`src/rtl/addern_ctrl_if.sv`:
```
// Bus bundle between addern_ctrl and its surroundings: board-side operand inputs, adder links and display outputs.
// The sub signal exists only when ADDERN_SUB_EN is defined.
interface addern_ctrl_if #(
    parameter int N = 4
);
    logic         load;
    logic [N-1:0] data;
    logic         accum;
`ifdef ADDERN_SUB_EN
    logic         sub;
`endif
    logic [N-1:0] x;
    logic [N-1:0] y;
    logic         cin;
    logic [N-1:0] sum;
    logic         cout;
    logic [N-1:0] result;
    logic         carry;
    logic         overflow;
    logic         valid;
    logic [1:0]   state;

    // Surrounding logic: drives operands and the adder's outputs, observes the controller.
    modport master (
`ifdef ADDERN_SUB_EN
        output sub,
`endif
        output load, data, accum, sum, cout,
        input  x, y, cin, result, carry, overflow, valid, state
    );

    modport slave (
`ifdef ADDERN_SUB_EN
        input  sub,
`endif
        input  load, data, accum, sum, cout,
        output x, y, cin, result, carry, overflow, valid, state
    );
endinterface

```
`src/rtl/addern_ctrl.sv`:
```
// Sequencing controller for the combinational addern adder: captures operands on Load edges and registers the sum.
// Define ADDERN_SUB_EN to add the Sub input (Y = ~B, Cin = 1 for two's-complement subtraction).
module addern_ctrl #(
    parameter int n = 4
) (
    input  logic          i_clk,
    input  logic          i_rst,
    addern_ctrl_if.slave  bus
);

    typedef enum logic [1:0] {
        S_A    = 2'b00,
        S_B    = 2'b01,
        S_ADD  = 2'b10,
        S_DONE = 2'b11
    } state_t;

    state_t       r_state;
    state_t       w_state_nxt;
    logic         r_load_d;
    logic         w_pulse;
    logic         w_sub_in;

    logic [n-1:0] r_x;
    logic [n-1:0] r_b;
    logic         r_sub;
    logic [n-1:0] r_result;
    logic         r_carry;
    logic         r_ovf;
    logic         r_valid;

    logic [n-1:0] w_x_nxt;
    logic [n-1:0] w_b_nxt;
    logic         w_sub_nxt;
    logic [n-1:0] w_result_nxt;
    logic         w_carry_nxt;
    logic         w_ovf_nxt;
    logic         w_valid_nxt;
    logic [n-1:0] w_y;

`ifdef ADDERN_SUB_EN
    assign w_sub_in = bus.sub;
`else
    assign w_sub_in = 1'b0;
`endif

    assign w_pulse = bus.load & ~r_load_d;

    // Y is the effective operand: B, or ~B with Cin=1 when subtracting; both come straight from flops.
    assign w_y = r_b ^ {n{r_sub}};

    always_ff @(posedge i_clk or posedge i_rst) begin
        if (i_rst) begin
            r_state  <= S_A;
            r_load_d <= 1'b1;
            r_x      <= '0;
            r_b      <= '0;
            r_sub    <= 1'b0;
            r_result <= '0;
            r_carry  <= 1'b0;
            r_ovf    <= 1'b0;
            r_valid  <= 1'b0;
        end else begin
            r_state  <= w_state_nxt;
            r_load_d <= bus.load;
            r_x      <= w_x_nxt;
            r_b      <= w_b_nxt;
            r_sub    <= w_sub_nxt;
            r_result <= w_result_nxt;
            r_carry  <= w_carry_nxt;
            r_ovf    <= w_ovf_nxt;
            r_valid  <= w_valid_nxt;
        end
    end

    always_comb begin
        w_state_nxt  = r_state;
        w_x_nxt      = r_x;
        w_b_nxt      = r_b;
        w_sub_nxt    = r_sub;
        w_result_nxt = r_result;
        w_carry_nxt  = r_carry;
        w_ovf_nxt    = r_ovf;
        w_valid_nxt  = r_valid;

        case (r_state)
            S_A: begin
                if (w_pulse) begin
                    w_x_nxt     = bus.data;
                    w_state_nxt = S_B;
                end
            end
            S_B: begin
                if (w_pulse) begin
                    w_b_nxt     = bus.data;
                    w_sub_nxt   = w_sub_in;
                    w_state_nxt = S_ADD;
                end
            end
            // Single settle cycle for the adder; any pulse arriving here is dropped.
            S_ADD: begin
                w_result_nxt = bus.sum;
                w_carry_nxt  = bus.cout;
                w_ovf_nxt    = (r_x[n-1] == w_y[n-1]) && (bus.sum[n-1] != r_x[n-1]);
                w_valid_nxt  = 1'b1;
                w_state_nxt  = S_DONE;
            end
            S_DONE: begin
                if (w_pulse) begin
                    w_valid_nxt = 1'b0;
                    if (bus.accum) begin
                        w_x_nxt     = r_result;
                        w_b_nxt     = bus.data;
                        w_sub_nxt   = w_sub_in;
                        w_state_nxt = S_ADD;
                    end else begin
                        w_x_nxt     = bus.data;
                        w_state_nxt = S_B;
                    end
                end
            end
            default: w_state_nxt = S_A;
        endcase
    end

    assign bus.x        = r_x;
    assign bus.y        = w_y;
    assign bus.cin      = r_sub;
    assign bus.result   = r_result;
    assign bus.carry    = r_carry;
    assign bus.overflow = r_ovf;
    assign bus.valid    = r_valid;
    assign bus.state    = r_state;

endmodule

```
`src/flat_wrapper.sv`:
```
// flat-port wrapper written by rule: the top's interface ports become plain ports
module addern_ctrl_flat 
#(
    parameter int n = 4
)
  (i_clk, i_rst, bus_load, bus_data, bus_accum, bus_sum, bus_cout, bus_x, bus_y, bus_cin, bus_result, bus_carry, bus_overflow, bus_valid, bus_state);
  addern_ctrl_if bus_i ();
  input  logic i_clk;
  input  logic i_rst;
  input wire logic [$bits(bus_i.load)-1:0] bus_load;
  input wire logic [$bits(bus_i.data)-1:0] bus_data;
  input wire logic [$bits(bus_i.accum)-1:0] bus_accum;
  input wire logic [$bits(bus_i.sum)-1:0] bus_sum;
  input wire logic [$bits(bus_i.cout)-1:0] bus_cout;
  output wire logic [$bits(bus_i.x)-1:0] bus_x;
  output wire logic [$bits(bus_i.y)-1:0] bus_y;
  output wire logic [$bits(bus_i.cin)-1:0] bus_cin;
  output wire logic [$bits(bus_i.result)-1:0] bus_result;
  output wire logic [$bits(bus_i.carry)-1:0] bus_carry;
  output wire logic [$bits(bus_i.overflow)-1:0] bus_overflow;
  output wire logic [$bits(bus_i.valid)-1:0] bus_valid;
  output wire logic [$bits(bus_i.state)-1:0] bus_state;
  assign bus_i.load = bus_load;
  assign bus_i.data = bus_data;
  assign bus_i.accum = bus_accum;
  assign bus_i.sum = bus_sum;
  assign bus_i.cout = bus_cout;
  assign bus_x = bus_i.x;
  assign bus_y = bus_i.y;
  assign bus_cin = bus_i.cin;
  assign bus_result = bus_i.result;
  assign bus_carry = bus_i.carry;
  assign bus_overflow = bus_i.overflow;
  assign bus_valid = bus_i.valid;
  assign bus_state = bus_i.state;
  addern_ctrl #(.n(n)) u_core (.i_clk(i_clk), .i_rst(i_rst), .bus(bus_i));
endmodule
```
`config.mk`:
```
export PLATFORM = sky130hd
export DESIGN_NAME = addern_ctrl_flat
export DESIGN_NICKNAME = d
export VERILOG_FILES = /design/src/rtl/addern_ctrl_if.sv /design/src/rtl/addern_ctrl.sv /design/src/flat_wrapper.sv
export SDC_FILE = /design/constraint.sdc
export NUM_CORES = 1
export LEC_CHECK = 0
export ABC_AREA = 0
export ABC_CLOCK_PERIOD_IN_PS = 4000
export CAP_MARGIN = 20
export CORE_ASPECT_RATIO = 0.9
export CORE_UTILIZATION = 45
export CTS_CLUSTER_DIAMETER = 80
export DETAILED_ROUTE_END_ITERATION = 10
export GPL_TIMING_DRIVEN = 1
export PLACE_DENSITY = 0.75
export SLEW_MARGIN = 20
export SYNTH_ARGS = -nofsm -noshare
export SYNTH_HDL_FRONTEND = slang
export SYNTH_SLANG_ARGS = --single-unit
```
`constraint.sdc`:
```
create_clock -name i_clk -period 4 [get_ports i_clk]
set_input_delay 0.6 -clock i_clk [delete_from_list [all_inputs] [get_ports i_clk]]
set_output_delay 0.6 -clock i_clk [all_outputs]
set_load 0.02 [all_outputs]
```
### Word-level counts from Yosys, hierarchy flattened

Index checks and enable logic that the tools add are counted.

* equality and inequality tests: 9
* mux-type cells: 17
* bitwise logic cells: 3
* reductions and logical operators: 9

Operator list (number)
* 2-to-1 mux 4 bit: 5
* case mux 4 bit (2 select lines): 2
* 2-to-1 mux 2 bit: 4
* case mux 2 bit (4 select lines): 1
* inequality test 2 x 1 -> 1 bit, second input constant: 3
* AND reduction 3 bit: 2
* nonzero test 2 bit: 3
* equality test 2 bit, second input constant: 2
* case mux 1 bit (2 select lines): 2
* AND reduction 4 bit: 1
* bitwise XOR 4 bit: 1
* 2-to-1 mux 1 bit: 3
* equality test 2 x 1 -> 1 bit, second input constant: 1
* logical NOT 2 bit: 1
* inequality test 2 bit, second input constant: 1
* AND reduction 2 bit: 1
* bitwise AND 1 bit: 1
* equality test 1 bit: 1
* logical AND 1 bit: 1
* inequality test 1 bit: 1
* NOT 1 bit: 1

* register bits: 19
* bits of input ports: 13
* output and inout port bits: 18

### Logic depth before layout (Yosys ltp)

* depth after elaboration: 4
* mapped depth: 5

### Worst setup path after synthesis

OpenSTA, ideal clock, no wires.

* path type: reg2reg
* from: reg u_core.r_state[0], in the netlist u_core.bus.state[0]
* to: reg u_core.r_state[0], in the netlist u_core.bus.state[0]
* setup time: 0.126 ns
* arrival time: 1.723 ns
* data required time: 3.874 ns
* path slack: 2.151 ns
* stages on the path, launching flop included: 6
* path buffers: 0
* period minus slack after synthesis: 1.849 ns
* path through: dfrtp_1 -> inv_1 -> ha_1 -> or3_4 -> a21o_1 -> o32a_1

* cells in the longest elaborated chain, start to end: 3
* elaborated cells on any way between the ends: 9

Ends and longest elaborated chain
* start: declaration: RTL line addern_ctrl.sv:18 `state_t r_state;`
* start signal: assignment: RTL line addern_ctrl.sv:64 `r_state <= w_state_nxt;`
* equality test 2 x 1 -> 1 bit (tied with other cells): RTL line addern_ctrl.sv:86 `case (r_state)`
* inequality test 2 x 1 -> 1 bit (no line)
* AND reduction 3 bit (no line)

Parallel ways exist; a longest one is shown, timed or not.
A chain may end at the register's enable or synchronous reset.

### Worst setup path in the final report

* from: reg u_core.r_state[1], in the netlist u_core.bus.state[1]
* to: out bus_state[1]

RTL lines
* end: declaration: RTL line flat_wrapper.sv:22 `output wire logic [$bits(bus_i.state)-1:0] bus_state;`

No word-level cell between the ends.

==> impl_metrics.py <==
metrics = {
    "status": {
        "status": "finished clean",
    },
    "sta": {
        "setup_violations": 0,
        "post-route-period-util_pct": 50.4,
        "fin_crit_ns": 2.02,
        "max_freq_mhz": 496,
        "finalMaxSlewViolations": 0,
        "fin_worst_skew_ns": 0.0102,
        "worstMarginPinSlew_ns": 0.684,
        "final.setup.tns_ns": 0,
        "rsz0062_at_grt": "false",
        "hold_slack_ns": 0.528,
        "final-hold-violation-count": 0,
        "slew_headroom_pct": 54.3,
    },
    "place": {
        "place_hpwl_um": 1460,
        "io_buffers": 29,
        "place_congestion": 0.842,
    },
    "logic_synthesis": {
        "synth_simple_gate_area_share_pct": 12.4,
        "synth_top_family_by_area": "multiplexers",
        "synthesis.nets": 101,
        "synth_cells": 83,
        "synth_mux_area_share_pct": 16.4,
        "synth_xor_area_share_pct": 0,
        "yosys_warnings": 0,
        "synth_cell_types": 29,
        "synth_fa_ha_area_share_pct": 6.54,
        "synth-seq-cells": 18,
        "syn_area_per_cell_um2": 11.5,
        "synth_compound_area_share_pct": 13.7,
        "ys_seq_area_share_pct": 47.3,
        "netlist_area_um2": 956,
    },
    "die": {
        "start_util_pct": 49.0,
        "chipWidth_um": 50.6,
        "ios": 31,
        "coreArea_mm2": 0.00195,
        "die_area_mm2": 0.00231,
        "fp.dieH_um": 45.7,
        "rows": 15,
    },
    "critical_path": {
        "cpMaxStageDelayCell": "clkdlybuf4s50_1",
        "path_buf_inv": 1,
        "path_class": "flip-flop to output pin",
        "r2r_slack_ns": 2.16,
        "cpPeakStageDelay_ns": 0.65,
        "critical_path_arrival_ns": 1.42,
        "start_kind": "flip-flop",
        "cp-end-kind": "output pin",
        "cp_max_fo": 7,
        "critPathRequiredTime_ns": 3.40,
        "cp_top_family": "buffers and inverters",
        "path_cells": "clkdlybuf4s50_1",
    },
    "clock_tree": {
        "worstSkewPairLatency_ns": 0.29,
        "cts_tree": "done",
        "post_cts_buffers": 0,
        "holdBufCountCts": 0,
        "cts-root-buf": "clkbuf_4",
        "clk_pin_slew_ns": 0.11,
        "cts_buffers": 3,
        "cts_sinks": 18,
        "cts_resized": 0,
        "h-tree-depth": 1,
        "clk_path_buf_depth": 2,
    },
    "layout": {
        "fillers": 164,
        "drive_above_1_share_pct": 18.6,
        "layout.nets": 132,
        "final_common_cell": "clkdlybuf4s50_1",
        "layout_common_cells": "clkdlybuf4s50_1, dfrtp_1, mux2_2, nand2_1, ha_1",
        "multi_input_area_um2": 473,
        "n_antenna_cell": 0,
        "seqCellArea_um2": 452,
        "synthToLayoutAreaGrowth_pct": 34.7,
    },
    "routing": {
        "wl_per_cell_um": 14.2,
        "routed_wirelength_um": 1960,
        "final_antenna_net_count": 0,
        "drt_iter0_markers": 15,
        "post_drt_via_cell_ratio": 5.36,
        "dr.pass1.iters": 4,
        "vias": 740,
        "drc": 0,
    },
    "global_route": {
        "grt_pass1_vias": 708,
        "grt_usage_pct": 18.1,
        "antenna_found_initial": 0,
        "grt_overflow": 0,
        "grt_max_degree": 19,
        "grt_first_pass_wirelength_um": 3050,
    },
    "min_path": {
        "hp-class": "flip-flop to flip-flop",
    },
    "power_and_ir_drop": {
        "ir_worst_vdd_mv": 0.484,
        "leakage_nw": 0.536,
        "power.total_mw": 1.08,
        "p_per_area_mw_per_mm2": 839,
    },
    "job": {
        "cap_viol_max_count": 0,
    },
}
[final timing paths]
kind,startpoint,end,cells after the start
setup / recovery,u_core.bus.state[1],bus_state[1],1
hold / removal,u_core.bus.carry,u_core.bus.carry,1
setup reg to reg,u_core.bus.state[0],u_core.bus.state[0],5
hold reg to reg,u_core.bus.carry,u_core.bus.carry,1
max in group asynchronous,i_rst,u_core.bus.state[1],2
min in group asynchronous,i_rst,u_core.bus.carry,2
[through the flow]
stage               cell area, um^2  utilization (%)  cells  worst slack (ns)
floorplan                       956                -     83              2.15
global placement               1260             64.6    134              1.93
detailed placement             1260             64.6    134              1.92
CTS                            1290             66.0    138              1.97
global route                   1290             66.0    138              1.91
finish                         1290             66.0    138              1.98
[where the power goes]
group | total (mW) | switching, mW | internal (mW) | leakage [nW]
clock network | 0.0944 | 0.0556 | 0.0388 | 0.0150
logic | 0.640 | 0.304 | 0.336 | 0.310
registers | 0.345 | 0.0727 | 0.273 | 0.211
total | 1.08 | 0.432 | 0.648 | 0.536
[routing by layer]
layer	global-route usage, %	share of wire [%]
met2	32.3	47
met1	21.8	47
met4	7.22	0.87
met3	3.67	5.4
met5	0	0
[cells by family (layout without fill, tap and decap cells)]
kind of cell,count (synthesis),after routing
buffers and inverters,7,37
and+or+nand+nor,21,21
adders and majority gates,5,5
other,1,1
DFF,18,18
muxes,14,14
AOI/OAI and AO/OA,17,17
[cell type report]
type	count	area share [%]
Multi-Input combinational cell	58	36.7
Tap cell	25	2.43
Clock buffer	4	2.04
Timing Repair Buffer	29	22.5
Inverter	4	1.17
Sequential cell	18	35.1
[synthesized netlist by cell type]
master     number  area (um^2)
or3b_2          1         8.76
buf_4           1         7.51
a31oi_1         1         6.26
conb_1          1         3.75
a21oi_2         1         8.76
nand4bb_1       1         11.3
o32a_1          1         10.0
ha_1            5         62.6
o211a_1         1         10.0
mux2_2         13          146
o2111ai_1       4         35.0
clkbuf_2        1         5.00
nand3b_1        1         7.51
nand2b_1        1         6.26
dfrtp_1        17          425
or3_4           1         11.3
clkbuf_1        1         3.75
a221oi_1        1         8.76
or2_2           1         6.26
dfstp_2         1         26.3
mux2i_1         1         10.0
nand2_1         9         33.8
o211ai_1        4         30.0
a21o_1          1         7.51
inv_1           4         15.0
nor4bb_1        1         10.0
nor2b_1         2         12.5
nor2_1          3         11.3
a21oi_1         3         15.0
[registers in the layout, summed over array words and instances, names as in the netlist]
name                 cells
u_core.bus.carry         1
u_core.bus.overflow      1
u_core.bus.result        4
u_core.bus.state         2
u_core.bus.valid         1
u_core.bus.x             4
u_core.r_b               4
u_core.r_load_d          1
(Power assumes the default switching activity.)
